File: config.mk
export PLATFORM = sky130hd
export DESIGN_NAME = multi_cycle_controller
export DESIGN_NICKNAME = d
export VERILOG_FILES = /design/src/rtl/ca2_pkg.sv /design/src/rtl/alu_decoder.sv /design/src/rtl/multi_cycle_controller.sv
export SDC_FILE = /design/constraint.sdc
export NUM_CORES = 1
export LEC_CHECK = 0
export CAP_MARGIN = 20
export CORE_MARGIN = 2
export CORE_UTILIZATION = 46
export CTS_BUF_LIST = sky130_fd_sc_hd__clkbuf_4
export DETAILED_ROUTE_END_ITERATION = 6
export GPL_TIMING_DRIVEN = 0
export PLACE_DENSITY_LB_ADDON = 0.05
export SLEW_MARGIN = 15
export SYNTH_ARGS = -nofsm -noshare
export SYNTH_HDL_FRONTEND = slang
export SYNTH_SLANG_ARGS = --single-unit
File: constraint.sdc
create_clock -name clk -period 3.3 [get_ports clk]
set_clock_uncertainty 0.2 [all_clocks]
set_input_delay 0.99 -clock clk [delete_from_list [all_inputs] [get_ports clk]]
set_output_delay 0.99 -clock clk [all_outputs]
set_load 0.02 [all_outputs]
File: src/rtl/ca2_pkg.sv
// Shared encodings for the multi-cycle core: opcodes, ALU codes, datapath
// mux selects and the sequencing FSM state set.
package ca2_pkg;

  localparam logic [6:0] OP_R    = 7'd0;
  localparam logic [6:0] OP_LW   = 7'd1;
  localparam logic [6:0] OP_ADDI = 7'd2;
  localparam logic [6:0] OP_XORI = 7'd3;
  localparam logic [6:0] OP_ORI  = 7'd4;
  localparam logic [6:0] OP_SLTI = 7'd5;
  localparam logic [6:0] OP_JALR = 7'd6;
  localparam logic [6:0] OP_SW   = 7'd7;
  localparam logic [6:0] OP_JAL  = 7'd8;
  localparam logic [6:0] OP_BEQ  = 7'd9;
  localparam logic [6:0] OP_BNE  = 7'd10;
  localparam logic [6:0] OP_BLT  = 7'd11;
  localparam logic [6:0] OP_BGE  = 7'd12;
  localparam logic [6:0] OP_LUI  = 7'd13;

  localparam logic [2:0] ALU_ADD = 3'b000;
  localparam logic [2:0] ALU_SUB = 3'b001;
  localparam logic [2:0] ALU_AND = 3'b010;
  localparam logic [2:0] ALU_OR  = 3'b011;
  localparam logic [2:0] ALU_XOR = 3'b100;
  localparam logic [2:0] ALU_SLT = 3'b101;

  localparam logic [2:0] IMM_I = 3'b000;
  localparam logic [2:0] IMM_S = 3'b001;
  localparam logic [2:0] IMM_B = 3'b010;
  localparam logic [2:0] IMM_J = 3'b011;
  localparam logic [2:0] IMM_U = 3'b100;

  localparam logic [1:0] RES_ALUOUT = 2'b00;
  localparam logic [1:0] RES_MDR    = 2'b01;
  localparam logic [1:0] RES_ALU    = 2'b10;
  localparam logic [1:0] RES_IMM    = 2'b11;

  localparam logic [1:0] A_PC    = 2'b00;
  localparam logic [1:0] A_OLDPC = 2'b01;
  localparam logic [1:0] A_RS1   = 2'b10;

  localparam logic [1:0] B_RS2  = 2'b00;
  localparam logic [1:0] B_IMM  = 2'b01;
  localparam logic [1:0] B_FOUR = 2'b10;

  typedef enum logic [3:0] {
    S_FETCH, S_DECODE, S_EXEC_R, S_EXEC_I, S_ALU_WB, S_MEM_ADR, S_MEM_RD,
    S_MEM_WB, S_MEM_WR, S_BRANCH, S_JALR_TGT, S_JUMP, S_LINK_WB, S_LUI
  } state_t;

  // What kind of ALU operation the current state needs.
  typedef enum logic [1:0] {
    AC_ADD, AC_SUB, AC_FUNCT, AC_IMM
  } alu_class_t;

endpackage

File: src/rtl/alu_decoder.sv
// Maps the FSM's ALU class plus opcode/funct3 onto the 3-bit ALU operation.
module alu_decoder
  import ca2_pkg::*;
(
  input  alu_class_t cls,
  input  logic [6:0] op,
  input  logic [2:0] f3,
  output logic [2:0] alu_op
);

  always_comb begin
    alu_op = ALU_ADD;
    unique case (cls)
      AC_ADD:   alu_op = ALU_ADD;
      AC_SUB:   alu_op = ALU_SUB;
      AC_FUNCT: alu_op = f3;
      AC_IMM: begin
        case (op)
          OP_XORI: alu_op = ALU_XOR;
          OP_ORI:  alu_op = ALU_OR;
          OP_SLTI: alu_op = ALU_SLT;
          default: alu_op = ALU_ADD;
        endcase
      end
      default:  alu_op = ALU_ADD;
    endcase
  end

endmodule

File: src/rtl/multi_cycle_controller.sv
// Sequencing FSM for the multi-cycle core: one state register and a
// next-state/output block driving every datapath enable and select.
module multi_cycle_controller
  import ca2_pkg::*;
#(
  parameter int unsigned STATE_W = 4
) (
  input  logic       clk,
  input  logic       rst,
  input  logic [6:0] op,
  input  logic [2:0] f3,
  input  logic       zero,
  input  logic       sign_bit,
  output logic       pc_we,
  output logic       ir_we,
  output logic       old_pc_we,
  output logic       adr_sel,
  output logic       mem_we,
  output logic       reg_we,
  output logic [1:0] alu_a_sel,
  output logic [1:0] alu_b_sel,
  output logic [2:0] imm_sel,
  output logic [2:0] alu_op,
  output logic [1:0] result_sel,
  output logic       fetch
);

  logic [STATE_W-1:0] state_q, state_d;
  state_t             state, next;
  alu_class_t         alu_cls;
  logic               pc_we_raw, ir_we_raw, old_pc_we_raw, mem_we_raw, reg_we_raw;
  logic               is_branch_op, take;

  assign state = state_t'(state_q[$bits(state_t)-1:0]);
  assign state_d = STATE_W'(next);

  always_ff @(posedge clk) begin
    if (rst) state_q <= STATE_W'(S_FETCH);
    else     state_q <= state_d;
  end

  assign is_branch_op = (op == OP_BEQ) || (op == OP_BNE) || (op == OP_BLT) || (op == OP_BGE);
  assign take = ((op == OP_BEQ) &&  zero) || ((op == OP_BNE) && !zero) ||
                ((op == OP_BLT) &&  sign_bit) || ((op == OP_BGE) && !sign_bit);

  always_comb begin
    next          = S_FETCH;
    pc_we_raw     = 1'b0;
    ir_we_raw     = 1'b0;
    old_pc_we_raw = 1'b0;
    mem_we_raw    = 1'b0;
    reg_we_raw    = 1'b0;
    adr_sel       = 1'b0;
    alu_a_sel     = A_PC;
    alu_b_sel     = B_RS2;
    imm_sel       = IMM_I;
    result_sel    = RES_ALUOUT;
    alu_cls       = AC_ADD;
    fetch         = 1'b0;
    unique case (state)
      S_FETCH: begin
        ir_we_raw     = 1'b1;
        old_pc_we_raw = 1'b1;
        pc_we_raw     = 1'b1;
        alu_b_sel     = B_FOUR;
        result_sel    = RES_ALU;
        fetch         = 1'b1;
        next          = S_DECODE;
      end
      S_DECODE: begin
        alu_a_sel = A_OLDPC;
        alu_b_sel = B_IMM;
        if (is_branch_op)     imm_sel = IMM_B;
        else if (op == OP_JAL) imm_sel = IMM_J;
        case (op)
          OP_R:                                next = S_EXEC_R;
          OP_ADDI, OP_XORI, OP_ORI, OP_SLTI:   next = S_EXEC_I;
          OP_LW, OP_SW:                        next = S_MEM_ADR;
          OP_BEQ, OP_BNE, OP_BLT, OP_BGE:      next = S_BRANCH;
          OP_JAL:                              next = S_JUMP;
          OP_JALR:                             next = S_JALR_TGT;
          OP_LUI:                              next = S_LUI;
          default:                             next = S_FETCH;
        endcase
      end
      S_EXEC_R: begin
        alu_a_sel = A_RS1;
        alu_cls   = AC_FUNCT;
        next      = S_ALU_WB;
      end
      S_EXEC_I: begin
        alu_a_sel = A_RS1;
        alu_b_sel = B_IMM;
        alu_cls   = AC_IMM;
        next      = S_ALU_WB;
      end
      S_ALU_WB, S_LINK_WB: reg_we_raw = 1'b1;
      S_MEM_ADR: begin
        alu_a_sel = A_RS1;
        alu_b_sel = B_IMM;
        if (op == OP_SW) begin
          imm_sel = IMM_S;
          next    = S_MEM_WR;
        end else begin
          next    = S_MEM_RD;
        end
      end
      S_MEM_RD: begin
        adr_sel = 1'b1;
        next    = S_MEM_WB;
      end
      S_MEM_WB: begin
        reg_we_raw = 1'b1;
        result_sel = RES_MDR;
      end
      S_MEM_WR: begin
        adr_sel    = 1'b1;
        mem_we_raw = 1'b1;
      end
      // Only Mealy output: branch taken depends on the live ALU flags.
      S_BRANCH: begin
        alu_a_sel = A_RS1;
        alu_cls   = AC_SUB;
        pc_we_raw = take;
      end
      S_JALR_TGT: begin
        alu_a_sel = A_RS1;
        alu_b_sel = B_IMM;
        next      = S_JUMP;
      end
      S_JUMP: begin
        pc_we_raw = 1'b1;
        alu_a_sel = A_OLDPC;
        alu_b_sel = B_FOUR;
        next      = S_LINK_WB;
      end
      S_LUI: begin
        imm_sel    = IMM_U;
        result_sel = RES_IMM;
        reg_we_raw = 1'b1;
      end
      default: next = S_FETCH;
    endcase
  end

  assign pc_we     = pc_we_raw     & ~rst;
  assign ir_we     = ir_we_raw     & ~rst;
  assign old_pc_we = old_pc_we_raw & ~rst;
  assign mem_we    = mem_we_raw    & ~rst;
  assign reg_we    = reg_we_raw    & ~rst;

  alu_decoder u_alu_decoder (
    .cls    (alu_cls),
    .op     (op),
    .f3     (f3),
    .alu_op (alu_op)
  );

endmodule

# ---- Word-level counts from Yosys, hierarchy flattened
# Memory sizes are Yosys's and may differ from the RTL's.
# Index checks and enable logic that the tools add are counted.
dict set report totals {
  mem_bits_ro 64
  wordCells 72
  mem_count 1
  output_inout_bits 19
  reg_bits 4
}
dict set report op_classes {
  n_mux 18
  n_eq_ne 25
  n_bitwise 5
  reduce_logical 22
}
# name words word_bits rd rd_clocked_by_memory_dff wr line_no
set memory_table {}
lappend memory_table {{(no name shown)} 16 4 1 0 0 multi_cycle_controller.sv:75} ;# case (op)
# cell n
set ops {}
lappend ops {{7-bit by 4-bit equality test with 1-bit output (second input constant)} 5}
lappend ops {{4-bit case mux with 7 select lines} 1}
lappend ops {{4-bit equality test (second input constant)} 6}
lappend ops {{7-bit by 3-bit equality test with 1-bit output (second input constant)} 3}
lappend ops {{3-bit case mux with 3 select lines} 2}
lappend ops {{4-bit by 3-bit equality test with 1-bit output (second input constant)} 4}
lappend ops {{2-bit case mux with 3 select lines} 2}
lappend ops {{3-bit case mux with 4 select lines} 1}
lappend ops {{4-bit by 2-bit equality test with 1-bit output (second input constant)} 2}
lappend ops {{4-bit two-way mux} 2}
lappend ops {{2-bit case mux with 2 select lines} 2}
lappend ops {{2-bit OR reduction} 4}
lappend ops {{4-bit OR reduction} 2}
lappend ops {{7-bit by 2-bit equality test with 1-bit output (second input constant)} 1}
lappend ops {{1-bit logical OR} 6}
lappend ops {{1-bit two-way mux} 5}
lappend ops {{5-bit OR reduction} 1}
lappend ops {{1-bit bitwise AND} 4}
lappend ops {{2-bit equality test (second input constant)} 2}
lappend ops {{4-bit by 1-bit equality test with 1-bit output (second input constant)} 1}
lappend ops {{1-bit logical AND} 4}
lappend ops {{4-bit logical NOT} 1}
lappend ops {{2-bit two-way mux} 2}
lappend ops {{3-bit logical NOT} 1}
lappend ops {{5 further kinds} 6}

# ---- Logic depth before layout (Yosys ltp)
# Gate-level depths: netlist (run 1).
dict set report depth {
  depth_word 7
  ltp_mapped 6
  ltp_nobuf 4
}

# ---- Cells and area by module
# A second synthesis (run 1) with hierarchy kept.
dict set report hier_totals {
  hier_cells 108
  hier_area_um2 718.2
}
# mod cells_per_inst n_inst area_per_inst_um2
set modules_own_cells {}
lappend modules_own_cells {multi_cycle_controller 93 1 626.9}
lappend modules_own_cells {alu_decoder 15 1 91.3}

# ---- Worst setup path after synthesis (run 1)
# No wires, ideal clock.
dict set report synth_path {
  path_kind {input-to-output}
  startpoint {in op[5]}
  endpoint {out imm_sel[0]}
  path_stages 2
  t_arrival_ps 2089
  slack_ps 21
  required_time_ps 2110
  cell_sequence {or3_4 -> nor4_1}
}
dict set report synth_between {
  elab_chain_len 6
  elab_cells_between_ends 13
}
# item line_no
set synth_lines {}
lappend synth_lines {{start, declared} multi_cycle_controller.sv:10} ;# input logic [6:0] op,
lappend synth_lines {{7-bit by 4-bit equality test with 1-bit output} multi_cycle_controller.sv:42} ;# assign is_branch_op = (op == OP_BEQ) || (op == OP_BNE) || (op == OP_BLT) || (op == OP_BGE);
lappend synth_lines {{1-bit logical OR (3 in series)} multi_cycle_controller.sv:42}
lappend synth_lines {{2-bit two-way mux} multi_cycle_controller.sv:73} ;# if (is_branch_op) imm_sel = IMM_B;
lappend synth_lines {{3-bit case mux with 3 select lines *} multi_cycle_controller.sv:60} ;# unique case (state)
lappend synth_lines {{end, declared} multi_cycle_controller.sv:22} ;# output logic [2:0] imm_sel,
# Mark *: on every way between the ends. The rest lies on a longest branch, timed or not.

# ---- Worst setup path after layout (run 1)
dict set report layout_path {
  startpoint {in op[1]}
  endpoint {out pc_we}
}
dict set report layout_between {
  elab_chain_len 7
  elab_cells_between_ends 13
}
# item line_no
set layout_lines {}
lappend layout_lines {{7-bit by 4-bit equality test with 1-bit output} multi_cycle_controller.sv:43} ;# assign take = ((op == OP_BEQ) && zero) || ((op == OP_BNE) && !zero) ||
lappend layout_lines {{1-bit logical AND} multi_cycle_controller.sv:43}
lappend layout_lines {{1-bit logical OR (2 in series)} multi_cycle_controller.sv:43}
lappend layout_lines {{1-bit logical OR *} multi_cycle_controller.sv:44} ;# ((op == OP_BLT) && sign_bit) || ((op == OP_BGE) && !sign_bit);
lappend layout_lines {{1-bit case mux with 2 select lines *} multi_cycle_controller.sv:60}
lappend layout_lines {{1-bit bitwise AND *} multi_cycle_controller.sv:146} ;# assign pc_we = pc_we_raw & ~rst;
lappend layout_lines {{end, declared} multi_cycle_controller.sv:14} ;# output logic pc_we,
# Marks and branches as above.

==> flow_summary.ini, run 1 <==
[hold_path]
worstHoldPathCells = 3
min-delay-path-class = reg -> reg
hold_path.startpoint = state[2]
min_delay_worst_endpoint = state[3]

[placement]
finalWeightedCongestion = 0.871
post_dp_cell_area_sq_um = 1090
hpwl_um = 1660
portBuffers = 32

[synthesis]
syn-cell-area_sq_um = 749
synth.lib_cells_used.distinct = 41
synth.top_cell.area_share = 0.107
synth_sequential_area_ratio = 0.107
post-synth-top-area-cell = sky130_fd_sc_hd__dfxtp_1
yosysWarnings = 0
yosys_register_bits = 4
syn_inst = 112
synth-async-reset-ratio = 0
postSynthNetCount = 126
synth_ff_type = sky130_fd_sc_hd__dfxtp_1
syn_avg_cell_area_sq_um = 6.69
number_of_synthesized_flops_with_an_enable_pin = 0
synthTopCellsByArea = sky130_fd_sc_hd__dfxtp_1 (11%), sky130_fd_sc_hd__buf_2 (8.0%), sky130_fd_sc_hd__xor2_1 (7.0%)

[detailed_routing]
drt.antenna.violating_nets = 0
route.vias.total = 1301
route.detailed.drc = 0
avg_vias_per_cell = 6.81
route.detailed.wl_per_inst_um = 21.2
wirelength_um = 4040
detailedRoute.firstPassIterationCount = 5
detail_route.iter0.violations = 122

[timing]
final_worst_path_period_share = 1.01
timing_worst_slew_pin_value_ns = 0.366
finalSetupViolations = 3
fin_hold_ws_ns = 0.651
max-slew-margin-rel = 0.756
fin_setup_tns_ns = -0.0568
finalCriticalPeriod_ns = 3.34
slew_violations = 0
worst_slack_ns = -0.0397
maxClockFrequency_ghz = 0.299
hold_violations = 0
rsz0062_at_grt = yes

[global_routing]
globalRouteTotalUtil = 0.367
grt_max_degree = 11
antenna_found_initial = 0
overflow = 0
first_global_vias = 1184
grt_pass1_wl_um = 5410

[setup_path]
critPathTopFamily = simple AND/OR/NAND/NOR gates
start_kind = input pin
r2r-start = state[3]
worst_r2r_path_depth = 16
critPathRequiredTime_ns = 2.11
cp_slowest_stage_delay_ns = 0.53
worstSetupEndpointType = primary output
crit_path_cell_trace = buf_6 > or4b_4 > o31ai_4 > a41oi_2 > nor2_1 > buf_4
critPathMaxFanout = 5
reg2reg_slack_ns = 0.36
critical_path_buf_inv_count = 2
timing.critical_path.slowest_stage_cell = sky130_fd_sc_hd__or4b_4
worst-endpoint-arrival_ns = 2.15
worst_reg2reg_endpoint = state[0]
worstSetupPathType = in -> out

[cells_and_area]
max_ffs_per_register = 4
antenna_cells_inserted = 0
post_route_cells_drive_above_1_share = 0.423
finish.instance_area_sq_um = 1400
most_frequent_cells_in_the_layout = sky130_fd_sc_hd__buf_4 (30), sky130_fd_sc_hd__clkdlybuf4s50_1 (13), sky130_fd_sc_hd__buf_6 (12)
nNetsFinal = 191
layout-area-overhead-vs-synth_pct = 87.0
layout_commonest_cell = sky130_fd_sc_hd__buf_4

[run_status]
violated_checks = negative setup slack
run_status = finished, violations left

[floorplanning]
die_width_um = 44.4
rows = 14
chipHeight_um = 44.4
initial_core_util = 0.492
die_area_sq_um = 1970
core_region_area_sq_um = 1520
design.portCount = 33

[clock_network]
root_buffer = sky130_fd_sc_hd__clkbuf_4
worstSkewPairLatency_ns = 0.23
cts-buffers-inserted = 3
cts_tree = done
clkSinkCount = 4
h_tree_level_count = 1
clkSlewWorstSetupHoldPaths_ns = 0.04
cts-root-to-sink-buffers = 2

[flow_run]
maxCapViolCount = 0

[power]
cellPowerDensity_nw_per_um2 = 195
power_leakage_nw = 0.655
power.ir.vdd_worst_v = 0.000316
==> per-layer routing <==
layer | up-vias | wire length, um | global-route usage
met1 | 573 | 1380 | 0.440
met3 | 59 | 471 | 0.0531
met2 | 141 | 1820 | 0.653
li1 | 528 | - | -
met5 | - | 0 | 0
met4 | 0 | 378 | 0.145
==> synthesized netlist by cell type (all sizes together), types with 2 or more instances <==
cell and instances:
buf 13, a21o 3, nor4 5, dfxtp 4
nor3 3, inv 3, a21oi 9, xor2 6
or3 3, nor3b 3, nor2b 3, o21ai 8
nand2 9, nand2b 3, and3 3, nor2 10
nand3 5, mux2i 2
==> metrics by stage <==
stage               power (mW)  worst slack, ns  utilization  std cells
floorplan                0.118           0.0205            -        112
global placement         0.167           -0.883        0.715        160
detailed placement       0.169           -0.865        0.715        160
CTS                      0.249          -0.0675        0.878        191
global route             0.281          -0.0856        0.920        191
finish                   0.273          -0.0397        0.920        191
==> worst max-delay path by stage <==
stage          slack, ns  start    endpoint  depth (start not counted)
2_1_floorplan       0.02  op[5]  imm_sel[0]                          2
3_3_place_gp       -0.88  op[5]   alu_op[1]                          6
3_5_place_dp       -0.86  op[1]       pc_we                          6
4_1_cts            -0.07  op[0]       pc_we                          6
5_1_grt            -0.09  op[0]       pc_we                          7
6_report           -0.04  op[1]       pc_we                          6
==> report_power, final <==
group	internal, mW	total [mW]	switching (mW)	leakage, nW
combinational	0.0774	0.162	0.0851	0.609
sequential	0.0504	0.0514	0.00104	0.0326
clock	0.0406	0.0589	0.0183	0.0138
total	0.168	0.273	0.104	0.655
==> area by class of cell <==
class	instances	area [sq um]
inverters	3	11.3
well taps	16	20.0
plain buffers	13	97.6
repair buffers	60	509
flip-flops and latches	4	80.1
multi-input cells	92	661
fillers	56	123
clock buffers	3	22.5
==> kinds of logic (layout without fill, tap and decap cells) <==
logic type	after synthesis	count (layout)	share of synthesized area
DFF	4	4	0.107
buffers and inverters	16	79	0.105
AOI/OAI and AO/OA	30	30	0.257
xor gates and xnor gates	6	6	0.0701
and+or+nand+nor	54	54	0.434
muxes	2	2	0.0267
==> repair_timing <==
item / CTS / global route
resized for setup: 79 / 27
hold buffers: 0 / 0
setup endpoints to repair: 10 / 11
pin swaps: 11 / 10
buffers inserted: 28 / 0
==> tightest hold or removal path: cells and delay by family, from the launching register on <==
family / cells / cell delay (ns)
flip-flops: 1 / 0.33
AO/OA/AOI/OAI: 2 / 0.28
AND/OR/NAND/NOR: 1 / 0.18
Power figures use the tool's default switching activity.
==> run 2: changes to the inputs <==
--- a/config.mk
+++ b/config.mk
@@ -9,6 +9,7 @@
 export CORE_MARGIN = 2
 export CORE_UTILIZATION = 46
 export CTS_BUF_LIST = sky130_fd_sc_hd__clkbuf_4
+export CTS_CLUSTER_DIAMETER = 30
 export DETAILED_ROUTE_END_ITERATION = 6
 export GPL_TIMING_DRIVEN = 0
 export PLACE_DENSITY_LB_ADDON = 0.05
==> results of run 2 <==
Final layout, timing and power as in run 1 (identical DEF).
